<file path="config.mk">
export PLATFORM = sky130hd
export DESIGN_NAME = ttt_board_ctrl
export DESIGN_NICKNAME = d
export VERILOG_FILES = /design/src/rtl/ttt_board_ctrl.sv
export SDC_FILE = /design/constraint.sdc
export NUM_CORES = 1
export LEC_CHECK = 0
export ABC_AREA = 1
export ABC_CLOCK_PERIOD_IN_PS = 1800
export CAP_MARGIN = 30
export CORE_MARGIN = 2
export CORE_UTILIZATION = 27
export DETAILED_ROUTE_END_ITERATION = 16
export DONT_BUFFER_PORTS = 1
export SLEW_MARGIN = 20
export SYNTH_ARGS = -nofsm -noshare
export SYNTH_HDL_FRONTEND = slang
export SYNTH_SLANG_ARGS = --single-unit
export TNS_END_PERCENT = 10
</file>
<file path="constraint.sdc">
create_clock -name clk -period 1.8 [get_ports clk]
set_input_delay 0.09 -clock clk [delete_from_list [all_inputs] [get_ports clk]]
set_output_delay 0.09 -clock clk [all_outputs]
set_load 0.02 [all_outputs]
</file>
<file path="src/rtl/ttt_board_ctrl.sv">
// Tic-tac-toe game engine: synchronises enter, places marks, detects win/draw (TTT_AUTO_RESTART_EN = restart on enter after game over).
// Enter rise -> board write after ENTER_SYNC_STG+1 cycles, flags/turn one cycle later; no backpressure, extra requests are rejected or dropped.
module ttt_board_ctrl #(
  parameter logic FIRST_PLAYER   = 1'b0,
  parameter int   ENTER_SYNC_STG = 2
) (
  input  logic        clk,
  input  logic        clr,
  input  logic [7:0]  square_num,
  input  logic        enter,
  output logic [17:0] board,
  output logic        player_turn,
  output logic [3:0]  move_count,
  output logic        illegal_move,
  output logic        player_1_win,
  output logic        player_2_win,
  output logic        draw,
  output logic        game_over
);

  typedef enum logic [1:0] {PLAY, CHECK, WIN, DRAW} state_e;

  state_e                    state_q, state_d;
  logic [ENTER_SYNC_STG-1:0] sync_q, sync_d;
  logic                      sync_prev_q, sync_prev_d;
  logic [17:0]               board_q, board_d;
  logic                      turn_q, turn_d;
  logic [3:0]                cnt_q, cnt_d;
  logic                      ill_q, ill_d;
  logic                      p1_q, p1_d;
  logic                      p2_q, p2_d;
  logic                      draw_q, draw_d;
  logic                      req;
  logic                      sq_free;
  logic [1:0]                mover_mark;

  // Squares are 0-indexed internally: square k of the port lives at bit pair k-1.
  function automatic logic has_line(input logic [17:0] b, input logic [1:0] m);
    logic [8:0] own;
    for (int k = 0; k < 9; k++) begin
      own[k] = (b[2*k +: 2] == m);
    end
    return (own[0] & own[1] & own[2]) | (own[3] & own[4] & own[5]) |
           (own[6] & own[7] & own[8]) | (own[0] & own[3] & own[6]) |
           (own[1] & own[4] & own[7]) | (own[2] & own[5] & own[8]) |
           (own[0] & own[4] & own[8]) | (own[2] & own[4] & own[6]);
  endfunction

  always_comb begin
    sync_d      = {sync_q[ENTER_SYNC_STG-2:0], enter};
    sync_prev_d = sync_q[ENTER_SYNC_STG-1];
    req         = sync_q[ENTER_SYNC_STG-1] & ~sync_prev_q;
  end

  always_comb begin
    sq_free = 1'b0;
    for (int k = 0; k < 9; k++) begin
      if (square_num == 8'(k + 1)) begin
        sq_free = (board_q[2*k +: 2] == 2'b00);
      end
    end
  end

  always_comb begin
    state_d    = state_q;
    board_d    = board_q;
    turn_d     = turn_q;
    cnt_d      = cnt_q;
    ill_d      = 1'b0;
    p1_d       = p1_q;
    p2_d       = p2_q;
    draw_d     = draw_q;
    mover_mark = turn_q ? 2'b10 : 2'b01;
    case (state_q)
      PLAY: begin
        if (req) begin
          if (sq_free) begin
            for (int k = 0; k < 9; k++) begin
              if (square_num == 8'(k + 1)) begin
                board_d[2*k +: 2] = mover_mark;
              end
            end
            cnt_d   = (cnt_q >= 4'd9) ? 4'd9 : cnt_q + 4'd1;
            state_d = CHECK;
          end else begin
            ill_d = 1'b1;
          end
        end
      end
      CHECK: begin
        // A completed line on the ninth move is a win, so it is tested first.
        if (has_line(board_q, mover_mark)) begin
          if (turn_q) begin
            p2_d = 1'b1;
          end else begin
            p1_d = 1'b1;
          end
          state_d = WIN;
        end else if (cnt_q == 4'd9) begin
          draw_d  = 1'b1;
          state_d = DRAW;
        end else begin
          turn_d  = ~turn_q;
          state_d = PLAY;
        end
      end
      WIN, DRAW: begin
        if (req) begin
`ifdef TTT_AUTO_RESTART_EN
          board_d = '0;
          turn_d  = FIRST_PLAYER;
          cnt_d   = '0;
          p1_d    = 1'b0;
          p2_d    = 1'b0;
          draw_d  = 1'b0;
          state_d = PLAY;
`else
          ill_d = 1'b1;
`endif
        end
      end
      default: state_d = PLAY;
    endcase
  end

  always_ff @(posedge clk or negedge clr) begin
    if (!clr) begin
      state_q     <= PLAY;
      sync_q      <= '0;
      sync_prev_q <= 1'b0;
      board_q     <= '0;
      turn_q      <= FIRST_PLAYER;
      cnt_q       <= '0;
      ill_q       <= 1'b0;
      p1_q        <= 1'b0;
      p2_q        <= 1'b0;
      draw_q      <= 1'b0;
    end else begin
      state_q     <= state_d;
      sync_q      <= sync_d;
      sync_prev_q <= sync_prev_d;
      board_q     <= board_d;
      turn_q      <= turn_d;
      cnt_q       <= cnt_d;
      ill_q       <= ill_d;
      p1_q        <= p1_d;
      p2_q        <= p2_d;
      draw_q      <= draw_d;
    end
  end

  assign board        = board_q;
  assign player_turn  = turn_q;
  assign move_count   = cnt_q;
  assign illegal_move = ill_q;
  assign player_1_win = p1_q;
  assign player_2_win = p2_q;
  assign draw         = draw_q;
  assign game_over    = p1_q | p2_q | draw_q;

endmodule

</file>
==> impl_metrics.tcl, run 1 <==
set metrics [dict create \
    timing.hold.worst_path_depth 4 \
    netlist_top_cells_count "sky130_fd_sc_hd__nand2_1 (57), sky130_fd_sc_hd__inv_1 (45), sky130_fd_sc_hd__dfrtp_1 (32), sky130_fd_sc_hd__nor2_1 (23), sky130_fd_sc_hd__nand4_1 (21)" \
    groute.usage.overall_pct 12.5 \
    ys_warn_count 0 \
    combinationalPowerShare_pct 9.1 \
    hold_class "in -> reg" \
    vdd_ir_drop_max_mv 0.236 \
    grt_start_max_net_pins 33 \
    maxCapViolCount 0 \
    power_per_cell_area_nw_per_um2 602 \
    clk-insertion-delay-late_ns 0.29 \
    pleak_nw 1.19 \
    nNetsFinal 305 \
    initial_utilization_pct 28.2 \
    switching_part_of_the_total_power_pct 25.0 \
    tritoncts.num_buffers 5 \
    finalWorstPathRequiredPeriod_ns 1.75 \
    net-switching-power_uw 360 \
    arrival_ns 1.93 \
    route.antenna.remaining_nets 0 \
    max_slew_margin_pct 66.3 \
    synth_enable_flop_cells 0 \
    fmaxAchievable_ghz 0.571 \
    post_place_instance_area_um2 2210 \
    report.final.hold_viol_count 0 \
    worst_r2r_path_depth 13 \
    n_antenna_cell 0 \
    ys_ff_latch 32 \
    final_core_util_pct 34.7 \
    global_route_wire_length_before_repair_mm 7.58 \
    share_clk_of_total_power_pct 39.7 \
    critical_path_peak_fanout 11 \
    gp_routability_congestion 0.901 \
    htree_num_levels 2 \
    tritoncts "done" \
    synthesis.area_per_instance_um2 7.42 \
    critical_path.reg2reg.startpoint "player_turn" \
    clkSinkCount 32 \
    report.final.slew_viol_count 0 \
    post-dp-hpwl_mm 3.59 \
    synth.lib_cells_used.distinct 30 \
    cts_root_buf "sky130_fd_sc_hd__clkbuf_8" \
    tightest_slew_ns 0.501 \
    synthDominantCellAreaShare_pct 41.4 \
    outcome "completed" \
    setup_viol 0 \
    floorplan.die.height_um 88.7 \
    finalCritPeriodShare_pct 97.3 \
    critical_path.reg2reg.endpoint "player_turn" \
    average_detailed_routed_wire_length_per_instance_um 12.5 \
    vias 1814 \
    synthArstFlopShare_pct 100 \
    startpoint_type "flip-flop" \
    floorplan.die_area_um2 7860 \
    sequentialPowerShare_pct 51.2 \
    share_of_cells_above_drive_strength_1_pct 19.9 \
    timing.critical_path.to_type "flip-flop" \
    yosysSeqAreaShare_pct 41.4 \
    first_pass_iters 4 \
    final_design_area_no_fill_um2 2390 \
    row_count 30 \
    drc 0 \
    io_pins 39 \
    vias_per_cell 4.68 \
    area_delta_synth_final_pct 23.3 \
    initial_antenna_violation_count 0 \
    synthCells 261 \
    syn_area_um2 1940 \
    synthDominantAreaCellType "sky130_fd_sc_hd__dfrtp_1" \
    postSynthNetCount 275 \
    drtIter0Drc 65 \
    cts.path.max_buffers 2 \
    path_clk_slew_ns 0.07 \
    critPathLaunch "player_turn" \
    worstPathRequired_ns 1.98 \
    synth_flop_cell "sky130_fd_sc_hd__dfrtp_1" \
    critical_path_start_end_classification "reg -> reg" \
    yosys.cell_count.top_type "sky130_fd_sc_hd__nand2_1" \
    layout.filler_cells 691 \
    first_global_vias 1632 \
    reg2reg_slack_ns 0.05 \
    rsz_0062_raised_after_global_routing "yes" \
    layout_skew_ns 0.00641 \
    grt_overflow 0 \
    power_report.internal_total_mw 1.08 \
    floorplan.die.width_um 88.7 \
    totalWireLength_mm 4.84 \
    fp.coreArea_um2 6870 \
    portBuffers 0 \
    crit_end "player_turn" \
    synth.top_cells.by_area "sky130_fd_sc_hd__dfrtp_1 (41%), sky130_fd_sc_hd__nand2_1 (11%), sky130_fd_sc_hd__inv_1 (8.7%), sky130_fd_sc_hd__nand4_1 (6.8%), sky130_fd_sc_hd__nand3_1 (4.9%)" \
]
-- power by group through the flow --
stage	registers, mW	logic, mW	clock network, mW
floorplan	0.758	0.0659	0
global placement	0.749	0.0989	0
global route	0.737	0.147	0.609
CTS	0.736	0.124	0.591
detailed placement	0.750	0.101	0
finish	0.737	0.130	0.571
-- cell type report --
class | count | area (um2) | share of cell area [%]
multi-input cells | 172 | 908 | 38.1
flip-flops and latches | 32 | 802 | 33.6
repair buffers | 30 | 273 | 11.4
inverters | 50 | 190 | 7.97
well taps | 96 | 120 | 5.03
clock buffers | 6 | 82.6 | 3.46
clock inverters | 2 | 10.0 | 0.420
-- how the worst min path moves through the flow --
| stage | from | to | slack, ns |
|---|---|---|---|
| after floorplan | clr | board[0] | -0.21 |
| after global placement | clr | illegal_move | -0.20 |
| after detailed placement | clr | illegal_move | -0.20 |
| after CTS | square_num[0] | board[1] | 0.14 |
| after global routing | square_num[0] | board[0] | 0.19 |
| final | square_num[0] | board[0] | 0.14 |
-- metrics by stage --
step | power (mW) | instances | setup slack, ns | setup TNS [ns] | hold slack [ns]
after floorplan | 0.823 | 261 | 0.218 | 0 | -0.206
after detailed placement | 0.850 | 375 | 0.0773 | 0 | -0.204
after global placement | 0.848 | 375 | 0.160 | 0 | -0.204
after CTS | 1.45 | 386 | 0.0584 | 0 | 0.135
after global routing | 1.49 | 388 | -0.0240 | -0.0240 | 0.188
final | 1.44 | 388 | 0.0487 | 0 | 0.139
-- metal layers --
layer / part of all wire (%) / global-route usage [%]
met5: 0 / 0
met4: 1.8 / 4.96
met3: 10 / 4.85
met2: 44 / 18.5
met1: 44 / 16.4
-- state kept, by name, indices dropped and copies added, names as in the netlist --
name,count
board,18
draw,1
illegal_move,1
move_count,4
player_1_win,1
player_2_win,1
player_turn,1
state_q,2
sync_prev_q,1
sync_q,2
-- layout by cell type (no fill, tap or decap), types with 4 or more instances in the layout --
master and instances:
sky130_fd_sc_hd__nand2_1 56, sky130_fd_sc_hd__inv_1 45, sky130_fd_sc_hd__dfrtp_1 31, sky130_fd_sc_hd__buf_4 25, sky130_fd_sc_hd__nor2_1 23, sky130_fd_sc_hd__nand4_1 21, sky130_fd_sc_hd__nand3_1 19, sky130_fd_sc_hd__o21ai_1 12
sky130_fd_sc_hd__nor3_1 7, sky130_fd_sc_hd__clkbuf_8 6, sky130_fd_sc_hd__nor4_1 4
-- worst max-delay path, cell delays in order (launching register included) --
cell	delay, ns
sky130_fd_sc_hd__dfrtp_2	0.45
sky130_fd_sc_hd__buf_12	0.17
sky130_fd_sc_hd__nand2_1	0.06
sky130_fd_sc_hd__nand2_1	0.05
sky130_fd_sc_hd__nand2_2	0.09
sky130_fd_sc_hd__inv_1	0.06
sky130_fd_sc_hd__nand3_1	0.06
sky130_fd_sc_hd__o21ai_0	0.09
sky130_fd_sc_hd__o21ai_1	0.16
sky130_fd_sc_hd__nand3_2	0.16
sky130_fd_sc_hd__nor2_4	0.13
sky130_fd_sc_hd__nand2_1	0.06
sky130_fd_sc_hd__nand2_1	0.06
sky130_fd_sc_hd__nand2_1	0.04
-- repair_timing --
action                     4_1_cts  5_1_grt
hold endpoints to repair        33        0
gates resized for setup          0        6
setup buffers                    0        1
setup endpoints to repair        0        2
hold buffers                     3        0
-- cell families (layout without fill, tap and decap cells) --
group                      after synthesis  after routing  synth area share (%)
AOI/OAI and AO/OA                       25             25                  7.63
and+or+nand+nor                        143            143                  36.5
adders and majority gates                3              3                  1.94
DFF                                     32             32                  41.4
buffers and inverters                   57             88                  12.1
xor gates and xnor gates                 1              1                 0.453
Note: power is estimated with default switching activity, not from simulation.
==> inputs of run 2 (changes only) <==
==> constraint.sdc (replaced) <==
create_clock -name clk -period 1.8 [get_ports clk]
set_input_delay 0.36 -clock clk [delete_from_list [all_inputs] [get_ports clk]]
set_output_delay 0.36 -clock clk [all_outputs]
set_load 0.02 [all_outputs]
==> impl_metrics.tcl, run 2 (synthesis gave the netlist of run 1 again) <==
set metrics [dict create \
    outcome "completed" \
    route.antenna.remaining_nets 0 \
    switching_part_of_the_total_power_pct 24.8 \
    final_core_util_pct 34.3 \
    fin_cells 384 \
    max_slew_margin_pct 68.1 \
    combinationalPowerShare_pct 7.9 \
    crit_top_cell "sky130_fd_sc_hd__nand2_1" \
    startpoint_type "flip-flop" \
    min_delay_worst_endpoint "sync_q[0]" \
    dpl.cell_count 374 \
    net-switching-power_uw 388 \
    n_antenna_cell 0 \
    worst_r2r_path_depth 13 \
    timing.critical_path.cells "buf_12, nand2_1, nand2_1, nand2_2, inv_1, nand3_1, o21ai_0, o21ai_1, nand3_2, nor2_4, nand2_1, nand2_1, nand2_1" \
    hold_class "in -> reg" \
    critical_path_start_end_classification "reg -> reg" \
    post-dp-hpwl_mm 3.57 \
    critical_path.reg2reg.endpoint "player_turn" \
    path_clk_slew_ns 0.07 \
    post_place_instance_area_um2 2200 \
    sequentialPowerShare_pct 47.0 \
    io_pins 39 \
    timing.critical_path.to_type "flip-flop" \
    power_per_cell_area_nw_per_um2 665 \
    floorplan.die.height_um 88.7 \
    power_report.internal_total_mw 1.18 \
    groute.usage.overall_pct 13.0 \
    reg2reg_slack_ns 0.09 \
    final_design_area_no_fill_um2 2350 \
    final.setup.tns_ns 0 \
    layout_skew_ns 0.00562 \
    nNetsFinal 301 \
    first_global_vias 1712 \
    timing.critical_path.max_delay_family "simple AND/OR/NAND/NOR gates" \
    vdd_ir_drop_max_mv 0.274 \
    clkSinkCount 32 \
    pleak_nw 1.16 \
    initial_utilization_pct 28.2 \
    layout_commonest_cell "sky130_fd_sc_hd__nand2_1" \
    worstPathRequired_ns 1.99 \
    critical_path.reg2reg.startpoint "player_turn" \
    global_route_wire_length_before_repair_mm 7.96 \
    finalWorstPathRequiredPeriod_ns 1.71 \
    largest_register_ffs 18 \
    vias_per_cell 4.65 \
    tightest_slew_ns 0.475 \
    report.final.slew_viol_count 0 \
    hold_start "enter" \
    first_pass_iters 5 \
    row_count 30 \
    most_used_cells_in_the_layout_excluding_fill_and_tap_cells "sky130_fd_sc_hd__nand2_1 (56), sky130_fd_sc_hd__inv_1 (45), sky130_fd_sc_hd__dfrtp_1 (31)" \
    critPathMaxStageDelay_ns 0.44 \
    rsz_0062_raised_after_global_routing "yes" \
    worst_hold_margin_ns 0.0899 \
    drc 0 \
    report.final.hold_viol_count 0 \
    timing.hold.worst_path_depth 0 \
    finalCritPeriodShare_pct 95.0 \
    totalWireLength_mm 4.74 \
    fp.coreArea_um2 6870 \
    vias 1784 \
    tritoncts.num_buffers 5 \
    fmaxAchievable_ghz 0.585 \
    average_detailed_routed_wire_length_per_instance_um 12.4 \
    crit_cells 13 \
    maxCapViolCount 0 \
    share_clk_of_total_power_pct 45.1 \
    cts.path.max_buffers 2 \
    grt_overflow 0 \
    area_delta_synth_final_pct 21.7 \
    share_of_cells_above_drive_strength_1_pct 19.1 \
    initial_antenna_violation_count 0 \
    critical-path-slowest-cell "sky130_fd_sc_hd__dfrtp_2" \
    gp_routability_congestion 0.901 \
    grt_start_max_net_pins 33 \
    clk-insertion-delay-late_ns 0.30 \
    portBuffers 0 \
    floorplan.die_area_um2 7860 \
    htree_num_levels 2 \
    arrival_ns 1.90 \
    setup_viol 0 \
    critical_path_peak_fanout 19 \
    worstPathBufferInverterCount 2 \
    tritoncts "done" \
    drtIter0Drc 137 \
    floorplan.die.width_um 88.7 \
    cts_root_buf "sky130_fd_sc_hd__clkbuf_8" \
]
## run 2: layer usage
metal / part of all wire [%] / GRT usage (%)
met5: 0 / 0
met4: 0.93 / 4.55
met3: 9.1 / 5.04
met2: 45 / 19.8
met1: 45 / 16.9
## run 2: layout make-up
type | count | area (um2)
clock buffers | 5 | 68.8
clock inverters | 3 | 42.5
fillers | 732 | 4510
inverters | 50 | 190
multi-input cells | 172 | 908
flip-flops and latches | 32 | 802
well taps | 96 | 120
repair buffers | 26 | 223
## run 2: worst max-delay path by stage
stage,from,endpoint,slack [ns]
6_report,player_turn,player_turn,0.09
5_1_grt,player_turn,player_turn,-0.06
4_1_cts,player_turn,player_turn,0.10
3_5_place_dp,square_num[3],board[0],0.09
3_3_place_gp,square_num[3],board[3],0.10
2_1_floorplan,player_turn,player_turn,0.22
## run 2: power by group through the flow
stage	Combinational, mW	Clock [mW]	Sequential (mW)
final	0.124	0.705	0.736
after global routing	0.141	0.736	0.737
after CTS	0.125	0.710	0.735
after detailed placement	0.103	0	0.750
after global placement	0.101	0	0.749
after floorplan	0.0659	0	0.758
## run 2: what timing repair did
item	in CTS	in global routing
hold buffers	2	0
endpoints found under the setup margin	0	4
setup buffers	0	0
gates resized for setup	0	5
endpoints found under the hold margin	32	0
## run 2: stage by stage
stage	power (mW)	setup WS (ns)
after CTS	1.57	0.104
after detailed placement	0.853	0.0929
after global placement	0.850	0.103
final	1.57	0.0900
after floorplan	0.823	0.218
after global routing	1.61	-0.0645
## run 2: worst register-to-register path, cell delays in order (launching register included)
cell and delay, ns:
sky130_fd_sc_hd__dfrtp_2 0.44, sky130_fd_sc_hd__buf_12 0.16, sky130_fd_sc_hd__nand2_1 0.07, sky130_fd_sc_hd__nand2_1 0.06, sky130_fd_sc_hd__nand2_2 0.09, sky130_fd_sc_hd__inv_1 0.06
sky130_fd_sc_hd__nand3_1 0.07, sky130_fd_sc_hd__o21ai_0 0.09, sky130_fd_sc_hd__o21ai_1 0.14, sky130_fd_sc_hd__nand3_2 0.15, sky130_fd_sc_hd__nor2_4 0.12, sky130_fd_sc_hd__nand2_1 0.05
sky130_fd_sc_hd__nand2_1 0.06, sky130_fd_sc_hd__nand2_1 0.04
==> inputs of run 3 (changes only) <==
--- a/config.mk
+++ b/config.mk
@@ -8,10 +8,13 @@
 export ABC_AREA = 1
 export ABC_CLOCK_PERIOD_IN_PS = 1800
 export CAP_MARGIN = 30
-export CORE_MARGIN = 2
+export CELL_PAD_IN_SITES_DETAIL_PLACEMENT = 2
+export CELL_PAD_IN_SITES_GLOBAL_PLACEMENT = 2
+export CORE_MARGIN = 3
 export CORE_UTILIZATION = 27
 export DETAILED_ROUTE_END_ITERATION = 16
 export DONT_BUFFER_PORTS = 1
+export PLACE_DENSITY_LB_ADDON = 0.1
 export SLEW_MARGIN = 20
 export SYNTH_ARGS = -nofsm -noshare
 export SYNTH_HDL_FRONTEND = slang
==> impl_metrics.tcl, run 3 (synthesis gave the netlist of run 1 again) <==
set metrics [dict create \
    groute.usage.overall_pct 16.0 \
    clkSinkCount 32 \
    floorplan.die_area_um2 8220 \
    timing.critical_path.to_type "flip-flop" \
    arrival_ns 1.93 \
    outcome "completed" \
    floorplan.die.height_um 90.7 \
    hold_class "in -> reg" \
    global_route_wire_length_before_repair_mm 10.4 \
    critical_path.reg2reg.startpoint "player_turn" \
    hold_start "enter" \
    portBuffers 0 \
    clk-insertion-delay-late_ns 0.29 \
    cts.path.max_buffers 2 \
    critical_path.reg2reg.endpoint "player_turn" \
    cts_root_buf "sky130_fd_sc_hd__clkbuf_8" \
    nNetsFinal 312 \
    worst_r2r_path_depth 12 \
    crit_end "player_turn" \
    timing.hold.worst_path_depth 0 \
    worstPathRequired_ns 1.99 \
    maxCapViolCount 0 \
    setup_viol 0 \
    report.final.hold_viol_count 0 \
    final_core_util_pct 36.0 \
    layout.filler_cells 811 \
    startpoint_type "flip-flop" \
    finalWorstPathRequiredPeriod_ns 1.74 \
    pleak_nw 1.22 \
    area_delta_synth_final_pct 27.8 \
    vias_per_cell 4.69 \
    finalCritPeriodShare_pct 96.7 \
    tightest_slew_ns 0.444 \
    post-dp-hpwl_mm 4.92 \
    reg2reg_slack_ns 0.06 \
    floorplan.die.width_um 90.7 \
    htree_num_levels 2 \
    critical_path_start_end_classification "reg -> reg" \
    report.final.slew_viol_count 0 \
    max_slew_margin_pct 70.1 \
    first_pass_iters 4 \
    fmaxAchievable_ghz 0.575 \
    initial_antenna_violation_count 0 \
    rsz_0062_raised_after_global_routing "yes" \
    route.antenna.remaining_nets 0 \
    share_of_cells_above_drive_strength_1_pct 25.4 \
    vdd_ir_drop_max_mv 0.276 \
    drtIter0Drc 104 \
    layout_commonest_cell "sky130_fd_sc_hd__nand2_1" \
    totalPowerFinal_mw 1.60 \
    initial_utilization_pct 28.2 \
    critical_path_peak_fanout 6 \
    multiInputGateArea_um2 947 \
    grt_start_max_net_pins 33 \
    drc 0 \
    average_detailed_routed_wire_length_per_instance_um 15.9 \
    power_per_cell_area_nw_per_um2 648 \
    final_design_area_no_fill_um2 2470 \
    vias 1852 \
    grt_overflow 0 \
    critPathLaunch "player_turn" \
    path_clk_slew_ns 0.08 \
    post_place_instance_area_um2 2240 \
    largest_register_ffs 18 \
    layout_skew_ns 0.0121 \
    fp.coreArea_um2 6870 \
    io_pins 39 \
    register_area_um2 802 \
    n_antenna_cell 0 \
    gp_routability_congestion 0.787 \
    tritoncts "done" \
    totalWireLength_mm 6.26 \
    row_count 30 \
    tritoncts.num_buffers 5 \
    most_used_cells_in_the_layout_excluding_fill_and_tap_cells "sky130_fd_sc_hd__nand2_1 (53), sky130_fd_sc_hd__inv_1 (45), sky130_fd_sc_hd__buf_4 (33)" \
    worst_hold_margin_ns 0.0980 \
    first_global_vias 1966 \
]
run 3: per-layer routing:
metal,part of all wire [%],up-vias,GRT usage (%)
li1,-,917,-
met1,49,904,22.0
met2,48,27,25.9
met3,2.6,4,2.92
met4,0.73,0,3.83
met5,0,-,0
run 3: power breakdown:
part | leakage (nW) | switching, mW | internal, mW
combinational | 0.835 | 0.0951 | 0.0437
clock | 0.0541 | 0.316 | 0.410
sequential | 0.329 | 0.00900 | 0.728
run 3: worst min path at each step:
stage / to / slack (ns)
2_1_floorplan: board[0] / 0.06
3_3_place_gp: player_2_win / 0.07
3_5_place_dp: player_2_win / 0.07
4_1_cts: sync_q[0] / 0.09
5_1_grt: sync_q[0] / 0.08
6_report: sync_q[0] / 0.1
run 3: critical path: stages (launching register included):
cell	delay, ns
sky130_fd_sc_hd__dfrtp_2	0.47
sky130_fd_sc_hd__nand2_1	0.09
sky130_fd_sc_hd__nand2_1	0.05
sky130_fd_sc_hd__nand2_1	0.14
sky130_fd_sc_hd__inv_1	0.08
sky130_fd_sc_hd__nand3_1	0.07
sky130_fd_sc_hd__o21ai_0	0.10
sky130_fd_sc_hd__o21ai_1	0.16
sky130_fd_sc_hd__nand3_2	0.14
sky130_fd_sc_hd__nor2_4	0.15
sky130_fd_sc_hd__nand2_2	0.06
sky130_fd_sc_hd__nand2_2	0.08
sky130_fd_sc_hd__nand2_2	0.04
run 3: stage by stage:
| stage | TNS [ns] | cells | setup WS (ns) |
|---|---|---|---|
| global route | -0.567 | 395 | -0.0993 |
| floorplan | 0 | 261 | 0.218 |
| detailed placement | 0 | 381 | 0.00389 |
| finish | 0 | 395 | 0.0599 |
| global placement | 0 | 381 | 0.0276 |
| CTS | 0 | 391 | 0.0245 |
run 3: layout make-up:
| type | count | share of cell area (%) |
|---|---|---|
| multi-input cells | 172 | 38.3 |
| flip-flops and latches | 32 | 32.4 |
| repair buffers | 37 | 12.1 |
| inverters | 50 | 7.79 |
| well taps | 96 | 4.86 |
| clock buffers | 5 | 2.78 |
| clock inverters | 3 | 1.72 |
run 3: timing repair:
action / 4_1_cts / 5_1_grt
gates resized for setup: 2 / 16
pin swaps: 0 / 7
hold endpoints to repair: 32 / 0
endpoints found under the setup margin: 1 / 13
hold buffers: 2 / 0
buffers inserted: 0 / 4
